File: src/rtl/addsum_drain.sv
// -----------------------------------------------------------------------------
// addsum_drain
//
// Read-out stage for the accumulation sum RAM. When a layer's partial sums are
// complete, one I_start pulse sweeps a contiguous address range of the RAM. Each
// signed accumulator word is processed as follows:
//   - the latched bias is added
//   - negatives are optionally clamped to zero (ReLU)
//   - the word is rounded half up and arithmetically right-shifted
//   - the result is saturated to the narrow output width
// The quantized words are streamed out through a small first-word-fall-through
// FIFO with valid/ready backpressure.
//
// Handshake: a word moves downstream on every rising edge where O_dv and
// I_ready are both high. O_dv never drops and O_dout never changes while a word
// is waiting (O_dv=1, I_ready=0). Reads are credit-limited so the FIFO cannot
// overflow and no word is ever dropped.
//
// Ports
//   I_clk, I_rst          clock, synchronous active-high reset
//   I_start               one-cycle start pulse (honoured only in IDLE)
//   I_base_addr, I_len    first RAM address, number of words to drain
//   I_bias, I_shift       signed bias, rounding right-shift amount
//   I_relu_en             clamp negatives to zero
//   O_busy, O_done        run in progress / one-cycle completion pulse
//   O_raddr, O_rd         sum RAM read address and read enable
//   I_rdata               sum RAM data, valid one cycle after O_rd
//   O_dout, O_dv, I_ready output stream
//   dbg_state             current FSM state (IDLE=0 READ=1 FLUSH=2 DONE=3)
// -----------------------------------------------------------------------------
module addsum_drain #(
  parameter int C_DSIZE      = 32,
  parameter int C_ASIZE      = 10,
  parameter int C_LENSIZE    = 9,
  parameter int C_ODSIZE     = 8,
  parameter int C_SHSIZE     = 5,
  parameter int C_FIFO_DEPTH = 8
) (
  input  logic                 I_clk,
  input  logic                 I_rst,
  input  logic                 I_start,
  input  logic [C_ASIZE-1:0]   I_base_addr,
  input  logic [C_LENSIZE-1:0] I_len,
  input  logic [C_DSIZE-1:0]   I_bias,
  input  logic [C_SHSIZE-1:0]  I_shift,
  input  logic                 I_relu_en,
  output logic                 O_busy,
  output logic                 O_done,
  output logic [C_ASIZE-1:0]   O_raddr,
  output logic                 O_rd,
  input  logic [C_DSIZE-1:0]   I_rdata,
  output logic [C_ODSIZE-1:0]  O_dout,
  output logic                 O_dv,
  input  logic                 I_ready,
  output logic [1:0]           dbg_state
);

  // S1 holds the bias sum one bit wider than the accumulator so it cannot
  // overflow; S2 arithmetic gets one more bit for the rounding increment.
  localparam int SUM_W = C_DSIZE + 1;
  localparam int RND_W = C_DSIZE + 2;
  localparam int FAW   = $clog2(C_FIFO_DEPTH);
  localparam int CNT_W = FAW + 1;
  // Outstanding = four pipeline flags + FIFO count; two extra bits of headroom.
  localparam int OUT_W = CNT_W + 2;

  localparam int SAT_HI = (1 << (C_ODSIZE - 1)) - 1;
  localparam int SAT_LO = -(1 << (C_ODSIZE - 1));
  localparam logic signed [RND_W-1:0] SAT_MAX = RND_W'(SAT_HI);
  localparam logic signed [RND_W-1:0] SAT_MIN = RND_W'(SAT_LO);

  typedef enum logic [1:0] {
    ST_IDLE  = 2'd0,
    ST_READ  = 2'd1,
    ST_FLUSH = 2'd2,
    ST_DONE  = 2'd3
  } state_t;

  state_t                state;
  logic [C_LENSIZE-1:0]  remaining;
  logic [C_DSIZE-1:0]    bias_q;
  logic [C_SHSIZE-1:0]   shift_q;
  logic                  relu_q;

  // Pipeline valid flags: rdata_v marks the cycle I_rdata carries a word.
  logic                  rdata_v;
  logic                  s1_v;
  logic signed [SUM_W-1:0] s1_sum;
  logic                  s2_v;
  logic [C_ODSIZE-1:0]   s2_data;

  // FIFO
  logic [C_ODSIZE-1:0]   fifo_mem [C_FIFO_DEPTH];
  logic [FAW-1:0]        wr_ptr;
  logic [FAW-1:0]        rd_ptr;
  logic [CNT_W-1:0]      fifo_cnt;
  logic                  push;
  logic                  pop;
  logic                  fifo_full;

  logic [OUT_W-1:0]      outstanding;
  logic                  can_issue;
  logic                  drain_done;

  assign dbg_state = state;

  // ---------------------------------------------------------------------------
  // Credit accounting. Every word that has been requested but not yet handed
  // downstream holds one FIFO slot. A new read is only issued when a slot is
  // still free for it, so the pipeline can always drain into the FIFO.
  // ---------------------------------------------------------------------------
  assign outstanding = OUT_W'(fifo_cnt) + OUT_W'(O_rd) + OUT_W'(rdata_v)
                     + OUT_W'(s1_v) + OUT_W'(s2_v);
  assign can_issue   = (outstanding < OUT_W'(C_FIFO_DEPTH));

  // The run is complete when nothing is in flight and the FIFO is either empty
  // or handing over its last word on this edge.
  assign drain_done = !O_rd && !rdata_v && !s1_v && !s2_v &&
                      ((fifo_cnt == '0) ||
                       ((fifo_cnt == CNT_W'(1)) && pop));

  // ---------------------------------------------------------------------------
  // Control FSM with registered outputs
  // ---------------------------------------------------------------------------
  always_ff @(posedge I_clk) begin
    if (I_rst) begin
      state     <= ST_IDLE;
      O_rd      <= 1'b0;
      O_raddr   <= '0;
      O_busy    <= 1'b0;
      O_done    <= 1'b0;
      remaining <= '0;
      bias_q    <= '0;
      shift_q   <= '0;
      relu_q    <= 1'b0;
    end else begin
      case (state)
        ST_IDLE: begin
          O_rd   <= 1'b0;
          O_done <= 1'b0;
          if (I_start) begin
            bias_q  <= I_bias;
            shift_q <= I_shift;
            relu_q  <= I_relu_en;
            if (I_len == '0) begin
              state  <= ST_DONE;
              O_done <= 1'b1;
            end else begin
              // The pipeline is empty in IDLE, so the first read needs no
              // credit check. O_raddr doubles as the running address.
              O_rd      <= 1'b1;
              O_raddr   <= I_base_addr;
              remaining <= I_len - C_LENSIZE'(1);
              O_busy    <= 1'b1;
              state     <= (I_len == C_LENSIZE'(1)) ? ST_FLUSH : ST_READ;
            end
          end
        end

        ST_READ: begin
          if (can_issue) begin
            O_rd      <= 1'b1;
            O_raddr   <= O_raddr + C_ASIZE'(1);  // wraps modulo 2^C_ASIZE
            remaining <= remaining - C_LENSIZE'(1);
            if (remaining == C_LENSIZE'(1)) begin
              state <= ST_FLUSH;
            end
          end else begin
            O_rd <= 1'b0;
          end
        end

        ST_FLUSH: begin
          O_rd <= 1'b0;
          if (drain_done) begin
            state  <= ST_DONE;
            O_done <= 1'b1;
            O_busy <= 1'b0;
          end
        end

        ST_DONE: begin
          O_done <= 1'b0;
          state  <= ST_IDLE;
        end

        default: begin
          state <= ST_IDLE;
        end
      endcase
    end
  end

  // ---------------------------------------------------------------------------
  // S2 arithmetic: ReLU, round half up, arithmetic shift, saturate
  // ---------------------------------------------------------------------------
  logic signed [RND_W-1:0] relu_val;
  logic signed [RND_W-1:0] round_inc;
  logic signed [RND_W-1:0] rounded;
  logic signed [RND_W-1:0] shifted;
  logic [C_ODSIZE-1:0]     sat_val;

  always_comb begin
    relu_val = {s1_sum[SUM_W-1], s1_sum};
    if (relu_q && s1_sum[SUM_W-1]) begin
      relu_val = '0;
    end

    round_inc = '0;
    if (shift_q != '0) begin
      round_inc = RND_W'(1) << (shift_q - C_SHSIZE'(1));
    end

    rounded = relu_val + round_inc;
    shifted = rounded >>> shift_q;

    if (shifted > SAT_MAX) begin
      sat_val = SAT_MAX[C_ODSIZE-1:0];
    end else if (shifted < SAT_MIN) begin
      sat_val = SAT_MIN[C_ODSIZE-1:0];
    end else begin
      sat_val = shifted[C_ODSIZE-1:0];
    end
  end

  // ---------------------------------------------------------------------------
  // Datapath pipeline: RAM read -> S1 (bias) -> S2 (quantize) -> FIFO
  // ---------------------------------------------------------------------------
  always_ff @(posedge I_clk) begin
    if (I_rst) begin
      rdata_v <= 1'b0;
      s1_v    <= 1'b0;
      s1_sum  <= '0;
      s2_v    <= 1'b0;
      s2_data <= '0;
    end else begin
      rdata_v <= O_rd;
      s1_v    <= rdata_v;
      s1_sum  <= $signed({I_rdata[C_DSIZE-1], I_rdata}) +
                 $signed({bias_q[C_DSIZE-1], bias_q});
      s2_v    <= s1_v;
      s2_data <= sat_val;
    end
  end

  // ---------------------------------------------------------------------------
  // Output FIFO, first-word-fall-through
  // ---------------------------------------------------------------------------
  assign fifo_full = (fifo_cnt == CNT_W'(C_FIFO_DEPTH));
  assign O_dv      = (fifo_cnt != '0);
  assign pop       = O_dv && I_ready;
  // The credit check keeps the FIFO from being full when S2 delivers. The
  // guard still allows a write into a full FIFO that is popping this cycle.
  assign push      = s2_v && (!fifo_full || pop);
  // Gate the head word so O_dout reads 0 whenever nothing is valid.
  assign O_dout    = O_dv ? fifo_mem[rd_ptr] : '0;

  always_ff @(posedge I_clk) begin
    if (push) begin
      fifo_mem[wr_ptr] <= s2_data;
    end
  end

  always_ff @(posedge I_clk) begin
    if (I_rst) begin
      wr_ptr   <= '0;
      rd_ptr   <= '0;
      fifo_cnt <= '0;
    end else begin
      if (push) begin
        wr_ptr <= wr_ptr + FAW'(1);
      end
      if (pop) begin
        rd_ptr <= rd_ptr + FAW'(1);
      end
      case ({push, pop})
        2'b10:   fifo_cnt <= fifo_cnt + CNT_W'(1);
        2'b01:   fifo_cnt <= fifo_cnt - CNT_W'(1);
        default: fifo_cnt <= fifo_cnt;
      endcase
    end
  end

endmodule

File: config.mk
export PLATFORM = sky130hd
export DESIGN_NAME = addsum_drain
export DESIGN_NICKNAME = d
export VERILOG_FILES = /design/src/rtl/addsum_drain.sv
export SDC_FILE = /design/constraint.sdc
export NUM_CORES = 1
export LEC_CHECK = 0
export ABC_AREA = 1
export CAP_MARGIN = 20
export CORE_AREA = 3 3 194 196
export DETAILED_ROUTE_END_ITERATION = 8
export DIE_AREA = 0 0 197 199
export PLACE_DENSITY_LB_ADDON = 0.12
export REMOVE_ABC_BUFFERS = 1
export SETUP_SLACK_MARGIN = 0.2
export SLEW_MARGIN = 20
export SYNTH_ARGS = -nofsm -noshare
export SYNTH_HDL_FRONTEND = slang
export SYNTH_SLANG_ARGS = --single-unit
File: constraint.sdc
create_clock -name I_clk -period 11.7 [get_ports I_clk]
set_clock_uncertainty 0.05 [all_clocks]
set_input_delay 2.34 -clock I_clk [delete_from_list [all_inputs] [get_ports I_clk]]
set_output_delay 2.34 -clock I_clk [all_outputs]
set_load 0.03 [all_outputs]
# == Yosys cells after proc, flatten, opt, wreduce, memory -nomap -nowiden ==
# Memories as Yosys holds them, arrays and structs flattened. A register that Yosys moved wholly into a read port is not among the register bits.
# Index checks and enable logic that the tools add are counted.
# word_totals
regBits,116
latch_bits,0
ram_bits,64
romBits,0
input_bits,93
memories,1
# op_classes
add_sub_neg,14
mul,0
n_div,0
magnitude_cmp,3
n_eq_ne,14
n_shift,2
muxes,37
n_bitwise,0
n_reduce_logical,31
# mem_list
memory,depth,width,read_ports,rd_clocked_by_memory_dff,wr,line_no,source
fifo_mem,8,8,1,1,1,93,logic [C_ODSIZE-1:0] fifo_mem [C_FIFO_DEPTH];
# op_table
cell,n
2-to-1 mux 34 bit,2
adder 34 bit,1
greater-than comparator 34 x 8 -> 1 bit (second input constant),1
< comparator 34 x 8 -> 1 bit (second input constant),1
<< shifter 1 x 5 -> 34 bit (first input constant),1
>>> shifter 34 x 5 -> 34 bit,1
adder 32 x 32 -> 33 bit,1
2-to-1 mux 10 bit,3
2-to-1 mux 9 bit,3
one-hot mux 10 bit (2 select lines),1
equality test 9 x 1 -> 1 bit (second input constant),2
one-hot mux 9 bit (2 select lines),1
subtractor 9 x 1 -> 9 bit (second input constant),2
2-to-1 mux 8 bit,2
adder 6 x 1 -> 6 bit,2
2-to-1 mux 2 bit,6
AND reduction 4 bit,3
2-to-1 mux 1 bit,11
adder 10 x 1 -> 10 bit (second input constant),1
inequality test 2 bit (second input constant),5
zero test 9 bit,1
logical AND 1 bit,8
one-hot mux 2 bit (4 select lines),1
one-hot mux 4 bit (2 select lines),1
25 further kinds,40

# == Depth between registers and ports, before layout ==
# depth
ltp_word,8
mapped_depth,40
ltp_nobuf,38

# == Worst setup path after synthesis ==
# No wires, ideal clock.
# synth_path
path_type,input-to-reg
startpoint,input port I_rdata[0]
endpoint,register s1_sum[24]
setup_ns,0.070
t_arrival_ns,4.615
t_required_ns,11.580
path_slack_ns,6.965
cell_stages,22
n_path_buf,0
path_cell_list,ha_1 > inv_1 > fa_1 > inv_1 > nand3_1 > nand2_1 > nand2_1 > nand2_1 > a21oi_1 > nor2_1 > nor2_1 > o21bai_1 > inv_1 > nor2_1 > nor2_1 > inv_1 > a21oi_1 > o21ai_0 > nand2_1 > o21ai_0 > o21ai_0 > a21oi_1
# synth_via
elab_chain_len,1
# synth_lines
item,line_no,source
"start, declared",51,"input logic [C_DSIZE-1:0] I_rdata,"
adder 32 x 32 -> 33 bit,239,"s1_sum <= $signed({I_rdata[C_DSIZE-1], I_rdata}) +"
"end signal, assigned",239,
"end, declared",88,logic signed [SUM_W-1:0] s1_sum;
# Every way passes these cells.
# A chain may end at the register's enable or synchronous reset.

==> impl_metrics.prom <==
# TYPE chip_impl_metric gauge
chip_impl_metric{name="post_cts.resized_instances",unit=""} 0
chip_impl_metric{name="vias_per_cell",unit=""} 5.15
chip_impl_metric{name="die_width",unit="µm"} 197
chip_impl_metric{name="cts.sinks",unit=""} 183
chip_impl_metric{name="post-dp-hpwl",unit="mm"} 33.0
chip_impl_metric{name="placeableCoreArea",unit="µm²"} 36300
chip_impl_metric{name="vdd_drop_max",unit="mV"} 0.114
chip_impl_metric{name="clkTransAtPathRegs",unit="ns"} 0.08
chip_impl_info{name="worstSetupEndpointType",value="primary output"} 1
chip_impl_metric{name="sw_pwr",unit="mW"} 1.68
chip_impl_metric{name="global_route.overflow_total",unit=""} 0
chip_impl_metric{name="fillers",unit=""} 3919
chip_impl_metric{name="synth_cell_types",unit=""} 51
chip_impl_metric{name="instances_no_fill",unit=""} 2788
chip_impl_metric{name="ratio_of_cells_with_drive_above_1_in_the_final_layout",unit="%"} 5.69
chip_impl_metric{name="max-clock-path-buffers",unit=""} 2
chip_impl_info{name="synth.most_common_cell",value="sky130_fd_sc_hd__nand2_1"} 1
chip_impl_info{name="synth_flop_cell",value="sky130_fd_sc_hd__dfxtp_1"} 1
chip_impl_metric{name="setup_total_negative_slack",unit="ns"} 0
chip_impl_metric{name="layout-area-overhead-vs-synth",unit="%"} 15.0
chip_impl_metric{name="finalCritPeriodShare",unit="%"} 47.3
chip_impl_metric{name="synthArstFlopShare",unit="%"} 0
chip_impl_info{name="slowest_stage",value="sky130_fd_sc_hd__inv_1"} 1
chip_impl_metric{name="final_critical_path_setup_slack",unit="ns"} 6.16
chip_impl_metric{name="grt_start_max_net_pins",unit=""} 62
chip_impl_metric{name="internal-power",unit="mW"} 1.78
chip_impl_metric{name="cts_htree_levels",unit=""} 4
chip_impl_metric{name="timing.critical_path.required",unit="ns"} 9.31
chip_impl_metric{name="synth_instances",unit=""} 2238
chip_impl_info{name="worstSetupStartpointType",value="flip-flop"} 1
chip_impl_metric{name="diodes",unit=""} 0
chip_impl_metric{name="report.final.setup_viol",unit=""} 0
chip_impl_metric{name="cts.hold.buffers_added",unit=""} 0
chip_impl_metric{name="initial_cell_density_of_the_core",unit="%"} 39.4
chip_impl_metric{name="fraction_of_power_spent_switching_nets",unit="%"} 48.6
chip_impl_metric{name="first_iter_violations",unit=""} 828
chip_impl_metric{name="vias",unit=""} 14349
chip_impl_metric{name="dpl.cell_count",unit=""} 2756
chip_impl_metric{name="gp_congestion",unit=""} 0.917
chip_impl_metric{name="cts_post_setup_buffers_inserted",unit=""} 0
chip_impl_metric{name="ff_latch_area",unit="µm²"} 4300
chip_impl_metric{name="slew_violations",unit=""} 0
chip_impl_metric{name="synth-seq-cells",unit=""} 183
chip_impl_metric{name="total_of_max_cap_violations",unit=""} 0
chip_impl_metric{name="max_clock_freq",unit="MHz"} 181
chip_impl_metric{name="critPathMaxFanout",unit=""} 33
chip_impl_metric{name="insertion_delay_of_the_later_clocked_pin_in_the_worst_skew_pair",unit="ns"} 0.46
chip_impl_info{name="holdCritPathClass",value="reg2reg"} 1
chip_impl_metric{name="synth_top_area_share",unit="%"} 16.7
chip_impl_info{name="ys_top_cells_by_area",value="sky130_fd_sc_hd__dfxtp_1 17%, sky130_fd_sc_hd__edfxtp_1 13%, sky130_fd_sc_hd__nand2_1 13%, sky130_fd_sc_hd__nand3_1 9.2%, sky130_fd_sc_hd__nor2_1 8.6%"} 1
chip_impl_info{name="grt_setup_unrepaired",value="no"} 1
chip_impl_metric{name="pre_cts_slack",unit="ns"} 5.95
chip_impl_metric{name="worstPathArrival",unit="ns"} 3.15
chip_impl_metric{name="port_buffers",unit=""} 116
chip_impl_metric{name="cts_buffers",unit=""} 17
chip_impl_metric{name="power.share.sequential",unit="%"} 25.6
chip_impl_metric{name="power.density_cell_area",unit="nW/µm²"} 210
chip_impl_metric{name="fin_crit",unit="ns"} 5.54
chip_impl_metric{name="multi_input_comb_area",unit="µm²"} 8540
chip_impl_metric{name="antenna_found_initial",unit=""} 0
chip_impl_metric{name="die_height",unit="µm"} 199
chip_impl_metric{name="route.antenna.remaining_nets",unit=""} 0
chip_impl_metric{name="synth_warnings",unit=""} 0
chip_impl_info{name="synth_top_cells_by_count",value="497 x sky130_fd_sc_hd__nand2_1, 326 x sky130_fd_sc_hd__nor2_1, 292 x sky130_fd_sc_hd__inv_1"} 1
chip_impl_metric{name="fin_total_pwr",unit="mW"} 3.45
chip_impl_metric{name="hold_viol_final",unit=""} 0
chip_impl_metric{name="drcViolationCount",unit=""} 0
chip_impl_metric{name="share_clk_of_total_power",unit="%"} 17.4
chip_impl_info{name="status",value="complete, no violations"} 1
chip_impl_metric{name="power_leakage",unit="nW"} 7.68
chip_impl_metric{name="number_of_flops_mapped_to_enable_cells_by_yosys",unit=""} 64
chip_impl_metric{name="timing.slew.headroom",unit="%"} 33.6
chip_impl_metric{name="firstDrtPassIters",unit=""} 5
chip_impl_metric{name="avgRoutedWirePerCell",unit="µm"} 15.1
chip_impl_metric{name="worst_path_largest_cell_delay",unit="ns"} 0.73
chip_impl_metric{name="design.final.nets",unit=""} 2485
chip_impl_info{name="most_frequent_cell_on_the_critical_path",value="sky130_fd_sc_hd__o21ai_0"} 1
chip_impl_metric{name="design.die.area",unit="µm²"} 39200
chip_impl_metric{name="placement_rows",unit=""} 70
chip_impl_info{name="yosysTopAreaCell",value="sky130_fd_sc_hd__dfxtp_1"} 1
chip_impl_metric{name="global_route.usage.total",unit="%"} 21.5
chip_impl_info{name="cts_root_buf",value="sky130_fd_sc_hd__clkbuf_16"} 1
chip_impl_info{name="tritoncts",value="done"} 1
chip_impl_metric{name="syn_avg_cell_area",unit="µm²"} 6.39
chip_impl_metric{name="grt_first_pass_wirelength",unit="mm"} 68.4
chip_impl_metric{name="number_of_global_route_vias_before_repair",unit=""} 13619
chip_impl_metric{name="worst_pin_slew",unit="ns"} 0.995
chip_impl_metric{name="pwr-share-comb",unit="%"} 56.9
chip_impl_info{name="criticalPathCategory",value="reg2out"} 1
chip_impl_metric{name="synth-seq-area-share",unit="%"} 30.1
chip_impl_metric{name="post-route-util",unit="%"} 45.4
chip_impl_metric{name="post_synth_instance_area",unit="µm²"} 14300
chip_impl_metric{name="wirelength",unit="mm"} 42.0
chip_impl_metric{name="ios",unit=""} 117
chip_impl_info{name="crit_chain",value="buf_4 > inv_1 > o21ai_0 > o22ai_1 > o21ai_0 > a31oi_1 > clkdlybuf4s50_1"} 1
-- worst max-delay path, delay by kind of cell (launching register included) --
kind	cells	cell delay [ns]
flops	1	0.30
compound gates	4	0.68
buf+inv	3	1.69
-- area by class of cell --
class	instances	area share, %
Clock inverter	15	1.22
Inverter	299	6.84
Tap cell	468	3.56
Clock buffer	17	2.59
Timing Repair Buffer	130	7.67
Sequential cell	183	26.2
Multi-Input combinational cell	1676	52.0
-- sequential cells by signal (all words and copies together) (netlist names), 2 cells and up, named ones only --
register,cells
s1_sum,33
bias_q,32
dbg_state,2
shift_q,5
fifo_cnt,4
wr_ptr,3
rd_ptr,3
s2_data,8
remaining,9
fifo_mem,64
O_raddr,10
-- path summary, 6_finish.rpt --
kind              start          to  slack, ns  depth (start not counted)
max           flip-flop   O_dout[3]       6.16                          7
min                s1_v        s2_v       0.40                          2
max reg2reg  shift_q[0]  s2_data[1]       6.53                         32
min reg2reg        s1_v        s2_v       0.40                          2
-- power groups by stage --
stage          Sequential [mW]  Combinational (mW)  Clock (mW)
3_5_place_dp             0.901                1.96           0
6_report                 0.886                1.97       0.602
5_1_grt                  0.905                2.23       0.640
4_1_cts                  0.887                1.97       0.616
3_3_place_gp             0.900                1.95           0
2_1_floorplan            0.951                1.31           0
-- per-stage QoR --
stage / area, µm² / hold slack, ns
final: 16400 / 0.402
after global routing: 16400 / 0.441
after CTS: 16400 / 0.405
after detailed placement: 15800 / 0.394
after global placement: 15800 / 0.388
after floorplan: 14000 / 0.375
-- routing by layer --
layer / wire, µm / part of all wire (%) / vias to the layer above / global-route usage, %
met3: 1970 / 4.7 / 56 / 3.88
met5: 0 / 0 / - / 0
met4: 1060 / 2.5 / 0 / 6.92
met2: 19200 / 46 / 322 / 35.6
met1: 19800 / 47 / 6507 / 28.7
li1: - / - / 7464 / -
-- cell usage in the layout, fill, tap and decap left out, drive strengths merged, types with 28 or more instances in the layout --
cell type / n
a21oi: 128
a31oi: 28
clkdlybuf4s50: 115
dfxtp: 119
edfxtp: 64
ha: 82
inv: 304
nand2: 529
nand3: 289
nor2: 339
o21ai: 158
-- logic make-up (layout without fill, tap and decap cells) --
kind of cell,Yosys count,count (layout),share of synthesized area [%]
compound gates,370,370,14.3
xor+xnor,14,14,0.857
fa+ha+maj,85,85,7.59
buf+inv,379,461,10.1
flops,183,183,30.1
other cells,1,1,0.0262
simple gates,1206,1206,37.0
No activity file was read; power rests on OpenSTA's default activity.
